===== src/rtl/uart_rx_byte.sv =====
// UART byte receiver: 8N1 by default, 8E1 when UART_RX_PARITY_EN is defined.
// Good bytes leave as a one-cycle write strobe with dataout; bad stop bits pulse frame_err.
module uart_rx_byte #(
  parameter int unsigned CLKS_PER_BIT = 868,
  parameter int unsigned CNT_W        = 10
) (
  input  logic       clk,
  input  logic       rst,
  input  logic       en,
  input  logic       rx,
  output logic       write,
  output logic [7:0] dataout,
  output logic       busy,
  output logic       frame_err,
  output logic       parity_err
);

  typedef enum logic [2:0] {
    StIdle,
    StStart,
    StData,
    StParity,
    StStop,
    StBreak
  } state_e;

  localparam logic [CNT_W-1:0] HalfM1 = CNT_W'(CLKS_PER_BIT / 2 - 1);
  localparam logic [CNT_W-1:0] FullM1 = CNT_W'(CLKS_PER_BIT - 1);

  state_e           state_q, state_d;
  logic [CNT_W-1:0] cnt_q, cnt_d;
  logic [2:0]       idx_q, idx_d;
  logic [7:0]       shift_q, shift_d;
  logic [7:0]       dataout_q, dataout_d;
  logic             write_q, write_d;
  logic             frame_err_q, frame_err_d;
  logic             rx_meta_q, rxs_q;
  logic             par_ok;

`ifdef UART_RX_PARITY_EN
  logic parity_q, parity_d;
  logic parity_err_q, parity_err_d;
`endif

  always_ff @(posedge clk or posedge rst) begin
    if (rst) begin
      rx_meta_q   <= 1'b1;
      rxs_q       <= 1'b1;
      state_q     <= StIdle;
      cnt_q       <= '0;
      idx_q       <= '0;
      shift_q     <= '0;
      dataout_q   <= '0;
      write_q     <= 1'b0;
      frame_err_q <= 1'b0;
    end else begin
      rx_meta_q   <= rx;
      rxs_q       <= rx_meta_q;
      state_q     <= state_d;
      cnt_q       <= cnt_d;
      idx_q       <= idx_d;
      shift_q     <= shift_d;
      dataout_q   <= dataout_d;
      write_q     <= write_d;
      frame_err_q <= frame_err_d;
    end
  end

`ifdef UART_RX_PARITY_EN
  always_ff @(posedge clk or posedge rst) begin
    if (rst) begin
      parity_q     <= 1'b0;
      parity_err_q <= 1'b0;
    end else begin
      parity_q     <= parity_d;
      parity_err_q <= parity_err_d;
    end
  end
`endif

  always_comb begin
    state_d     = state_q;
    cnt_d       = cnt_q + 1'b1;
    idx_d       = idx_q;
    shift_d     = shift_q;
    dataout_d   = dataout_q;
    write_d     = 1'b0;
    frame_err_d = 1'b0;
    par_ok      = 1'b1;
`ifdef UART_RX_PARITY_EN
    parity_d     = parity_q;
    parity_err_d = 1'b0;
`endif
    unique case (state_q)
      StIdle: begin
        cnt_d = '0;
        idx_d = '0;
        if (en && !rxs_q) state_d = StStart;
      end
      StStart: begin
        if (cnt_q == HalfM1) begin
          cnt_d   = '0;
          state_d = rxs_q ? StIdle : StData;
        end
      end
      StData: begin
        if (cnt_q == FullM1) begin
          cnt_d   = '0;
          shift_d = {rxs_q, shift_q[7:1]};
          idx_d   = idx_q + 1'b1;
          if (idx_q == 3'd7) begin
`ifdef UART_RX_PARITY_EN
            state_d = StParity;
`else
            state_d = StStop;
`endif
          end
        end
      end
`ifdef UART_RX_PARITY_EN
      StParity: begin
        if (cnt_q == FullM1) begin
          cnt_d    = '0;
          parity_d = rxs_q;
          state_d  = StStop;
        end
      end
`endif
      StStop: begin
        if (cnt_q == FullM1) begin
          cnt_d = '0;
`ifdef UART_RX_PARITY_EN
          // Even parity: parity bit equals XOR of the data bits.
          par_ok       = (parity_q == ^shift_q);
          parity_err_d = !par_ok;
`endif
          if (rxs_q) begin
            state_d = StIdle;
            if (par_ok) begin
              write_d   = 1'b1;
              dataout_d = shift_q;
            end
          end else begin
            frame_err_d = 1'b1;
            state_d     = StBreak;
          end
        end
      end
      StBreak: begin
        // Hold here until the line idles so a stuck-low line cannot retrigger.
        cnt_d = '0;
        if (rxs_q) state_d = StIdle;
      end
      default: state_d = StIdle;
    endcase
  end

  assign write     = write_q;
  assign dataout   = dataout_q;
  assign busy      = (state_q != StIdle);
  assign frame_err = frame_err_q;
`ifdef UART_RX_PARITY_EN
  assign parity_err = parity_err_q;
`else
  assign parity_err = 1'b0;
`endif

endmodule


===== config.mk =====
export PLATFORM = sky130hd
export DESIGN_NAME = uart_rx_byte
export DESIGN_NICKNAME = d
export VERILOG_FILES = /design/src/rtl/uart_rx_byte.sv
export SDC_FILE = /design/constraint.sdc
export NUM_CORES = 1
export LEC_CHECK = 0
export BUFFER_PORTS_ARGS = -buffer_cell sky130_fd_sc_hd__buf_2
export CAP_MARGIN = 40
export CORE_MARGIN = 2
export CORE_UTILIZATION = 55
export CTS_BUF_LIST = sky130_fd_sc_hd__clkbuf_8
export CTS_CLUSTER_DIAMETER = 120
export DETAILED_ROUTE_END_ITERATION = 7
export GPL_TIMING_DRIVEN = 1
export PLACE_DENSITY = 0.75
export SLEW_MARGIN = 20
export SYNTH_ARGS = -nofsm -noshare
export SYNTH_HDL_FRONTEND = slang
export SYNTH_SLANG_ARGS = --single-unit
export TNS_END_PERCENT = 50

===== constraint.sdc =====
create_clock -name clk -period 2.3 [get_ports clk]
set_clock_uncertainty 0.15 [all_clocks]
set_input_delay 0.23 -clock clk [delete_from_list [all_inputs] [get_ports clk]]
set_output_delay 0.23 -clock clk [all_outputs]
set_load 0.005 [all_outputs]

-- Word level (Yosys, flattened, before mapping)
Index checks and enable logic that the tools add are counted.
- word-level logic and storage cells: 55
- output and inout bits: 12
- register bits: 36
- input port bits: 4
- mux-type cells: 20
- reduce and logical (&&, ||, !) cells: 11
- equality and inequality tests: 13
- add/subtract/negate cells: 2
- operator list (operator ; number):
    one-hot mux 10 bit (3 select lines) ; 1
    two-way mux 3 bit ; 8
    two-way mux 10 bit ; 2
    one-hot mux 3 bit (5 select lines) ; 1
    != test 2 bit (second input constant) ; 6
    adder 10 x 1 -> 10 bit (second input constant) ; 1
    == test 10 bit (second input constant) ; 1
    == test 10 x 9 -> 1 bit (second input constant) ; 1
    == test 3 bit (second input constant) ; 3
    two-way mux 1 bit ; 6
    one-hot mux 3 bit (2 select lines) ; 1
    AND reduction 6 bit ; 1
    AND reduction 2 bit ; 2
    OR reduction 2 bit ; 2
    adder 3 x 1 -> 3 bit (second input constant) ; 1
    == test 3 x 1 -> 1 bit (second input constant) ; 1
    == test 3 x 2 -> 1 bit (second input constant) ; 1
    zero test 3 bit ; 1
    AND reduction 3 bit ; 1
    nonzero test 3 bit ; 1
    two-way mux 2 bit ; 1
    nonzero test 2 bit ; 1
    logical AND 1 bit ; 1
    zero test 1 bit ; 1

-- Logic depth before layout (Yosys ltp)
Gate-level depths: netlist (run 1).
- depth in word-level cells: 4
- mapped depth: 7
- gate-level depth less buffers: 6

-- Worst setup path before layout (run 1)
No wires, ideal clock.
- path kind: reg2reg
- start: register cnt_q[0]
- end: register shift_q[0]
- library setup time: 125 ps
- slack: 381 ps
- clock period less this slack: 1919 ps
- data arrival time: 1644 ps
- data required time: 2025 ps
- stages on the path, launching flop included: 7
- buffers on the path: 2
- cells stage by stage: dfrtp_1 -> ha_1 -> nor2b_1 -> and4_1 -> buf_2 -> buf_4 -> mux2_2
- word-level cells in the longest chain between the ends: 2
- ends and longest elaborated chain (element ; RTL line ; RTL):
    from (decl) ; 31 ; logic [CNT_W-1:0] cnt_q, cnt_d;
    from (signal assigned) ; 60 ; cnt_q <= cnt_d;
    == test 10 bit ; 107 ; if (cnt_q == FullM1) begin
    AND reduction 2 bit (no source line) ; -- ;
    to (signal assigned) ; 62 ; shift_q <= shift_d;
    to (decl) ; 33 ; logic [7:0] shift_q, shift_d;
No other way between the ends.
A chain may end at the register's enable or synchronous reset.

-- Final worst setup path (run 1)
- start: register cnt_q[0]
- end: register shift_q[4]
Same word-level chain as after synthesis.

==> key figures, run 1 <==
Synth
  • Syn nets: 145
  • Post-synth EDFFs: 0
  • Most used DFF post-synth: dfrtp_1
  • Asr flop ratio synth: 100%
  • Yosys reg bits: 36
  • Ys Warns: 0
  • Netlist area before placement: 1650 µm²
  • Synth Area per Inst: 12.0 µm²
  • Part of the Yosys area used for sequential elements: 54.9%
  • Cells after Synth: 137
  • Synth unique cells: 41

Clock tree
  • CTS tree: built
  • H-tree lvl count: 2
  • Num CTS Buffers: 5
  • Postcts setup bufs: 0
  • Root Driver: clkbuf_8
  • Later-pin clock latency in the skew report: 290 ps
  • Clock sink total: 36
  • Reg clk slew, reported paths: 70 ps
  • Clock buffer depth: 2

STA
  • Final setup vio count: 0
  • Final worst setup slack: 216 ps
  • Crit path time final: 2080 ps
  • F_max: 480 MHz
  • Setup_tns: 0 ps
  • Final worst-path cycle share: 90.6%
  • RSZ-0062 raised after global routing: no
  • Final Max Tran Viols: 0
  • Final hold viol count: 0

Drt
  • Post-route DRC violation count: 0
  • Final ANT Viol Nets: 0
  • Vias per cell: 5.67
  • Drt first pass iters: 4
  • Detailed Route Iter0 Violations: 31
  • DR vias: 1077
  • Wirelength, routed: 2760 µm
  • Routed length per instance: 14.5 µm

Layout
  • Post-layout nets: 166
  • Share of cells above drive strength 1: 31.4%
  • Commonest cells after routing, fill and taps aside: dfrtp_1 (34), mux2_2 (16), nor2_1 (14), buf_2 (14)
  • Commonest non-fill, non-tap cell in the layout: dfrtp_1
  • Finished Layout Cells: 190
  • Ant diodes: 0
  • Layout area overhead: 14.2%
  • Layout filler cell count: 217

Placement
  • Port Buffer Count: 14
  • DP Cell Count: 180
  • Hpwl dp: 1990 µm
  • Setup WS pre-CTS: 212 ps
  • Placer Congestion: 0.763

Worst setup path
  • Critical path origin: cnt_q[0]$_DFF_PP0_
  • Worst-path maximum fanout: 9
  • Worst r2r src: cnt_q[0]$_DFF_PP0_
  • Worst path bufs/invs: 0
  • Worst path cell trace: ha_1 > nor2b_1 > and4_1 > mux2_2
  • Critical path capture point type: register
  • CP peak stage delay: 500 ps
  • Crit-path slowest cell: and4_1
  • Top Family by Delay on Critical Path: simple AND/OR/NAND/NOR gates
  • Critical path launch point type: register
  • CP arrival: 2110 ps
  • Critical Path RT: 2330 ps
  • Crit Path Class: register to register

Power and ir drop
  • Power Dens Cells: 638 nW/µm²
  • Maximum vdd drop: 569 µV
  • Final Total Pwr: 1.20 mW
  • Leakage Power: 0.954 nW

Floorplanning
  • Num rows: 19
  • Top-Level Pins: 16
  • Initial Utilization: 58.7%
  • Die area: 3450 µm²
  • Core area: 2810 µm²
  • Die Wd: 58.7 µm
  • Die H: 58.7 µm

Flow run
  • Max_cap viols: 0

Global route
  • Vias in the first global route: 1099
  • First-pass GRT wire length: 4850 µm
  • Largest net degree at the start of global routing: 37
  • Initial antenna violation count: 0
  • Global route overflow: 0
  • Total global-route track usage: 19.1%

Hold path
  • Hold Crit Start: en
  • HP Class: input port to register

Run status
  • Status: complete, no violations
-- cells by family (layout without fill, tap and decap cells) --
logic type                 after synthesis  count (layout)  share of synthesized area, %
DFF                                     36              36                          54.9
other                                    1               1                         0.228
AOI/OAI and AO/OA                       13              13                          5.63
and+or+nand+nor                         47              47                          17.3
xor gates and xnor gates                 8               8                          4.26
adders and majority gates                4               4                          3.04
muxes                                   17              17                          11.6
buffers and inverters                   11              33                          3.12
-- worst register-to-register path: cells and delay by family (launching register included) --
family	cells	cell delay [ps]
adder cells (fa/ha/maj)	1	240
AND/OR/NAND/NOR	2	770
flip-flops	1	420
multiplexers	1	400
-- registers in the layout, indices dropped and copies added, names as in the netlist --
| signal | count |
|---|---|
| frame_err | 1 |
| idx_q | 3 |
| shift_q | 8 |
| write | 1 |
| dataout | 8 |
| cnt_q | 10 |
| rx_meta_q | 1 |
| state_q | 3 |
| rxs_q | 1 |
-- report_power, final --
part	switching, mW	internal, mW
logic	0.0130	0.00545
registers	0.00243	0.636
clock network	0.221	0.320
-- through the flow --
| step | hold WS (ps) | instance area (µm²) | utilization [%] |
|---|---|---|---|
| CTS | 97.0 | 1880 | 67.0 |
| finish | 101 | 1880 | 67.0 |
| global route | 121 | 1880 | 67.0 |
| detailed placement | 189 | 1750 | 62.3 |
| floorplan | 84.5 | 1650 | - |
| global placement | 187 | 1750 | 62.3 |
-- synth_stat cells, types with 2 or more instances --
master | count | area [µm²]
nand2_1 | 7 | 26.3
inv_1 | 6 | 22.5
buf_2 | 2 | 10.0
nor3_1 | 3 | 15.0
buf_4 | 2 | 15.0
mux2_2 | 16 | 180
nand3_1 | 6 | 30.0
nand2b_1 | 2 | 12.5
nor2b_1 | 2 | 12.5
ha_1 | 4 | 50.1
nor2_1 | 14 | 52.6
o21ai_0 | 3 | 15.0
a31oi_1 | 2 | 12.5
dfstp_2 | 2 | 52.6
dfrtp_1 | 34 | 851
xnor2_1 | 7 | 61.3
-- final cells by class --
class | count | area, µm² | share of cell area, %
flip-flops and latches | 36 | 903 | 48.1
multi-input cells | 90 | 691 | 36.8
repair buffers | 19 | 113 | 5.99
clock buffers | 5 | 68.8 | 3.66
clock inverters | 3 | 42.5 | 2.26
well taps | 31 | 38.8 | 2.06
inverters | 6 | 22.5 | 1.20
-- path summary, 6_finish.rpt --
check | endpoint | slack, ps | cells past startpoint
max reg2reg | shift_q[4]$_DFFE_PP0P_ | 220 | 4
min in group asynchronous | shift_q[1]$_DFFE_PP0P_ | 430 | 4
max | shift_q[4]$_DFFE_PP0P_ | 220 | 4
min reg2reg | rxs_q$_DFF_PP1_ | 210 | 0
min | state_q[0]$_DFFE_PP0P_ | 100 | 3
max in group asynchronous | rx_meta_q$_DFF_PP1_ | 1230 | 4
-- routing by layer --
layer | track usage (%) | vias up | share of wire (%)
met1 | 24.2 | 536 | 46
met4 | 8.77 | 0 | 2.0
met5 | 0 | - | 0
li1 | - | 516 | -
met2 | 31.3 | 17 | 49
met3 | 4.62 | 8 | 3.2
-- timing repair --
action                    4_1_cts  5_1_grt
hold buffers                    2        0
resized for setup               0        0
hold endpoints to repair       35        0
Power figures use the tool's default switching activity.
==> run 2, diff against run 1 <==
Settings changed: CORE_ASPECT_RATIO from default to 0.8, CORE_UTILIZATION 55 to 60, PLACE_DENSITY 0.75 to 0.81, SETUP_SLACK_MARGIN from default to 0.02.
==> key figures, run 2 (same netlist as run 1, synthesis figures left out) <==
Layout
  • Layout filler cell count: 185
  • Largest register FFs: 10
  • Share of cells above drive strength 1: 30.6%
  • FF+latch area: 903 µm²
  • Ant diodes: 0
  • Area of the multi-input gates: 691 µm²
  • Post-layout nets: 167
  • Commonest cells after routing, fill and taps aside: dfrtp_1 (34), mux2_2 (16), nor2_1 (14), buf_2 (14), inv_1 (8)
  • Layout area overhead: 13.8%
  • Biggest register: cnt_q
  • Commonest non-fill, non-tap cell in the layout: dfrtp_1

Floorplanning
  • Top-Level Pins: 16
  • Die H: 50.8 µm
  • Core area: 2520 µm²
  • Die area: 3180 µm²
  • Num rows: 16
  • Die Wd: 62.5 µm
  • Initial Utilization: 65.2%

Placement
  • Placer Congestion: 0.877
  • Port Buffer Count: 14
  • Hpwl dp: 1910 µm
  • Setup WS pre-CTS: 263 ps

STA
  • Final worst setup slack: 241 ps
  • Final setup vio count: 0
  • Setup_tns: 0 ps
  • RSZ-0062 raised after global routing: no
  • Final Max Tran Viols: 0
  • Final hold viol count: 0
  • Crit path time final: 2060 ps
  • Final worst-path cycle share: 89.5%
  • F_max: 486 MHz

Drt
  • Final ANT Viol Nets: 0
  • Drt first pass iters: 4
  • Wirelength, routed: 2810 µm
  • DR vias: 1080
  • Post-route DRC violation count: 0
  • Routed length per instance: 14.3 µm
  • Detailed Route Iter0 Violations: 116
  • Met3 WL post-DR: 125 µm
  • M1 wire length: 1320 µm
  • Vias per cell: 5.51
  • Highest metal used: met4
  • Metal2 WL: 1300 µm

Power and ir drop
  • Clock Power Share: 40.4%
  • Switch Pwr: 226 µW
  • Internal cell power: 877 µW
  • Logic pwr share: 1.7%
  • Sequential share of power: 57.9%
  • Maximum vdd drop: 440 µV
  • Leakage Power: 0.957 nW
  • Net Sw Frac: 20.5%
  • Power Dens Cells: 589 nW/µm²

Global route
  • Vias in the first global route: 1110
  • Initial antenna violation count: 0
  • Total global-route track usage: 21.1%
  • First-pass GRT wire length: 5010 µm
  • Global route overflow: 0
  • Largest net degree at the start of global routing: 37

Worst setup path
  • Worst r2r src: cnt_q[0]$_DFF_PP0_
  • Critical path launch point type: register
  • Worst path bufs/invs: 0
  • Worst path cell trace: ha_1 > nor2b_1 > and4_1 > mux2_2
  • Top Family by Delay on Critical Path: simple AND/OR/NAND/NOR gates
  • Critical path origin: cnt_q[0]$_DFF_PP0_
  • Critical path capture point type: register
  • Critical Path RT: 2320 ps
  • Crit-path slowest cell: and4_1
  • Worst-path maximum fanout: 9
  • Crit Path Class: register to register
  • CP peak stage delay: 480 ps
  • CP arrival: 2080 ps

Clock tree
  • Clock buffer depth: 2
  • H-tree lvl count: 2
  • Clock sink total: 36
  • Reg clk slew, reported paths: 70 ps
  • Later-pin clock latency in the skew report: 290 ps
  • Root Driver: clkbuf_8
  • Num CTS Buffers: 5
  • Post_cts resized: 0
  • CTS tree: built

Run status
  • Status: complete, no violations

Hold path
  • Hold Crit Start: en
  • HP Class: input port to register

Flow run
  • Max_cap viols: 0
run 2: cell types whose count changed in the layout (fill, tap and decap cells not counted):
cell        before  now
buf_4            3    4
bufinv_16        1    0
clkbuf_8         5    6
clkinv_2         1    0
clkinvlp_4       1    0
inv_1            6    8
run 2: layout make-up:
| cell class | instances | area share (%) |
|---|---|---|
| Clock buffer | 6 | 4.41 |
| Clock inverter | 2 | 0.401 |
| Multi-Input combinational cell | 90 | 36.9 |
| Sequential cell | 36 | 48.3 |
| Tap cell | 36 | 2.41 |
| Inverter | 6 | 1.20 |
| Timing Repair Buffer | 20 | 6.42 |
run 2: worst reg2reg max path: stages (launching register included):
cell,delay [ps]
dfrtp_1,420
ha_1,250
nor2b_1,260
and4_1,480
mux2_2,390
run 2: what timing repair did:
item,in CTS,in global routing
hold endpoints to repair,35,0
buffers inserted,0,0
hold buffers,2,0
run 2: final timing paths:
| path | endpoint | slack, ps | cells past startpoint |
|---|---|---|---|
| min | state_q[0]$_DFFE_PP0P_ | 90 | 3 |
| min in group asynchronous | frame_err$_DFF_PP0_ | 470 | 4 |
| max in group asynchronous | rx_meta_q$_DFF_PP1_ | 1190 | 4 |
| max reg2reg | shift_q[3]$_DFFE_PP0P_ | 240 | 4 |
| max | shift_q[3]$_DFFE_PP0P_ | 240 | 4 |
| min reg2reg | rxs_q$_DFF_PP1_ | 210 | 0 |
run 2: power by group through the flow:
stage	combinational (mW)	clock (mW)	sequential, mW
after floorplan	0.0113	0	0.650
after global placement	0.0166	0	0.650
after detailed placement	0.0175	0	0.650
after CTS	0.0201	0.457	0.639
after global routing	0.0226	0.481	0.639
final	0.0190	0.445	0.639
run 2: per-layer routing:
| metal | vias to the layer above | GRT usage [%] |
|---|---|---|
| met5 | - | 0 |
| met4 | 0 | 10.7 |
| met3 | 10 | 7.71 |
| met2 | 30 | 32.8 |
| met1 | 523 | 26.5 |
| li1 | 517 | - |
run 2: per-stage QoR:
step | hold WS (ps) | total power, mW | utilization, % | instances | cell area (µm²)
after global placement | 186 | 0.667 | 69.8 | 186 | 1760
after floorplan | 84.5 | 0.661 | - | 137 | 1650
final | 90.6 | 1.10 | 74.2 | 196 | 1870
after CTS | 86.5 | 1.12 | 74.2 | 196 | 1870
after detailed placement | 189 | 0.668 | 69.8 | 186 | 1760
after global routing | 132 | 1.14 | 74.2 | 196 | 1870
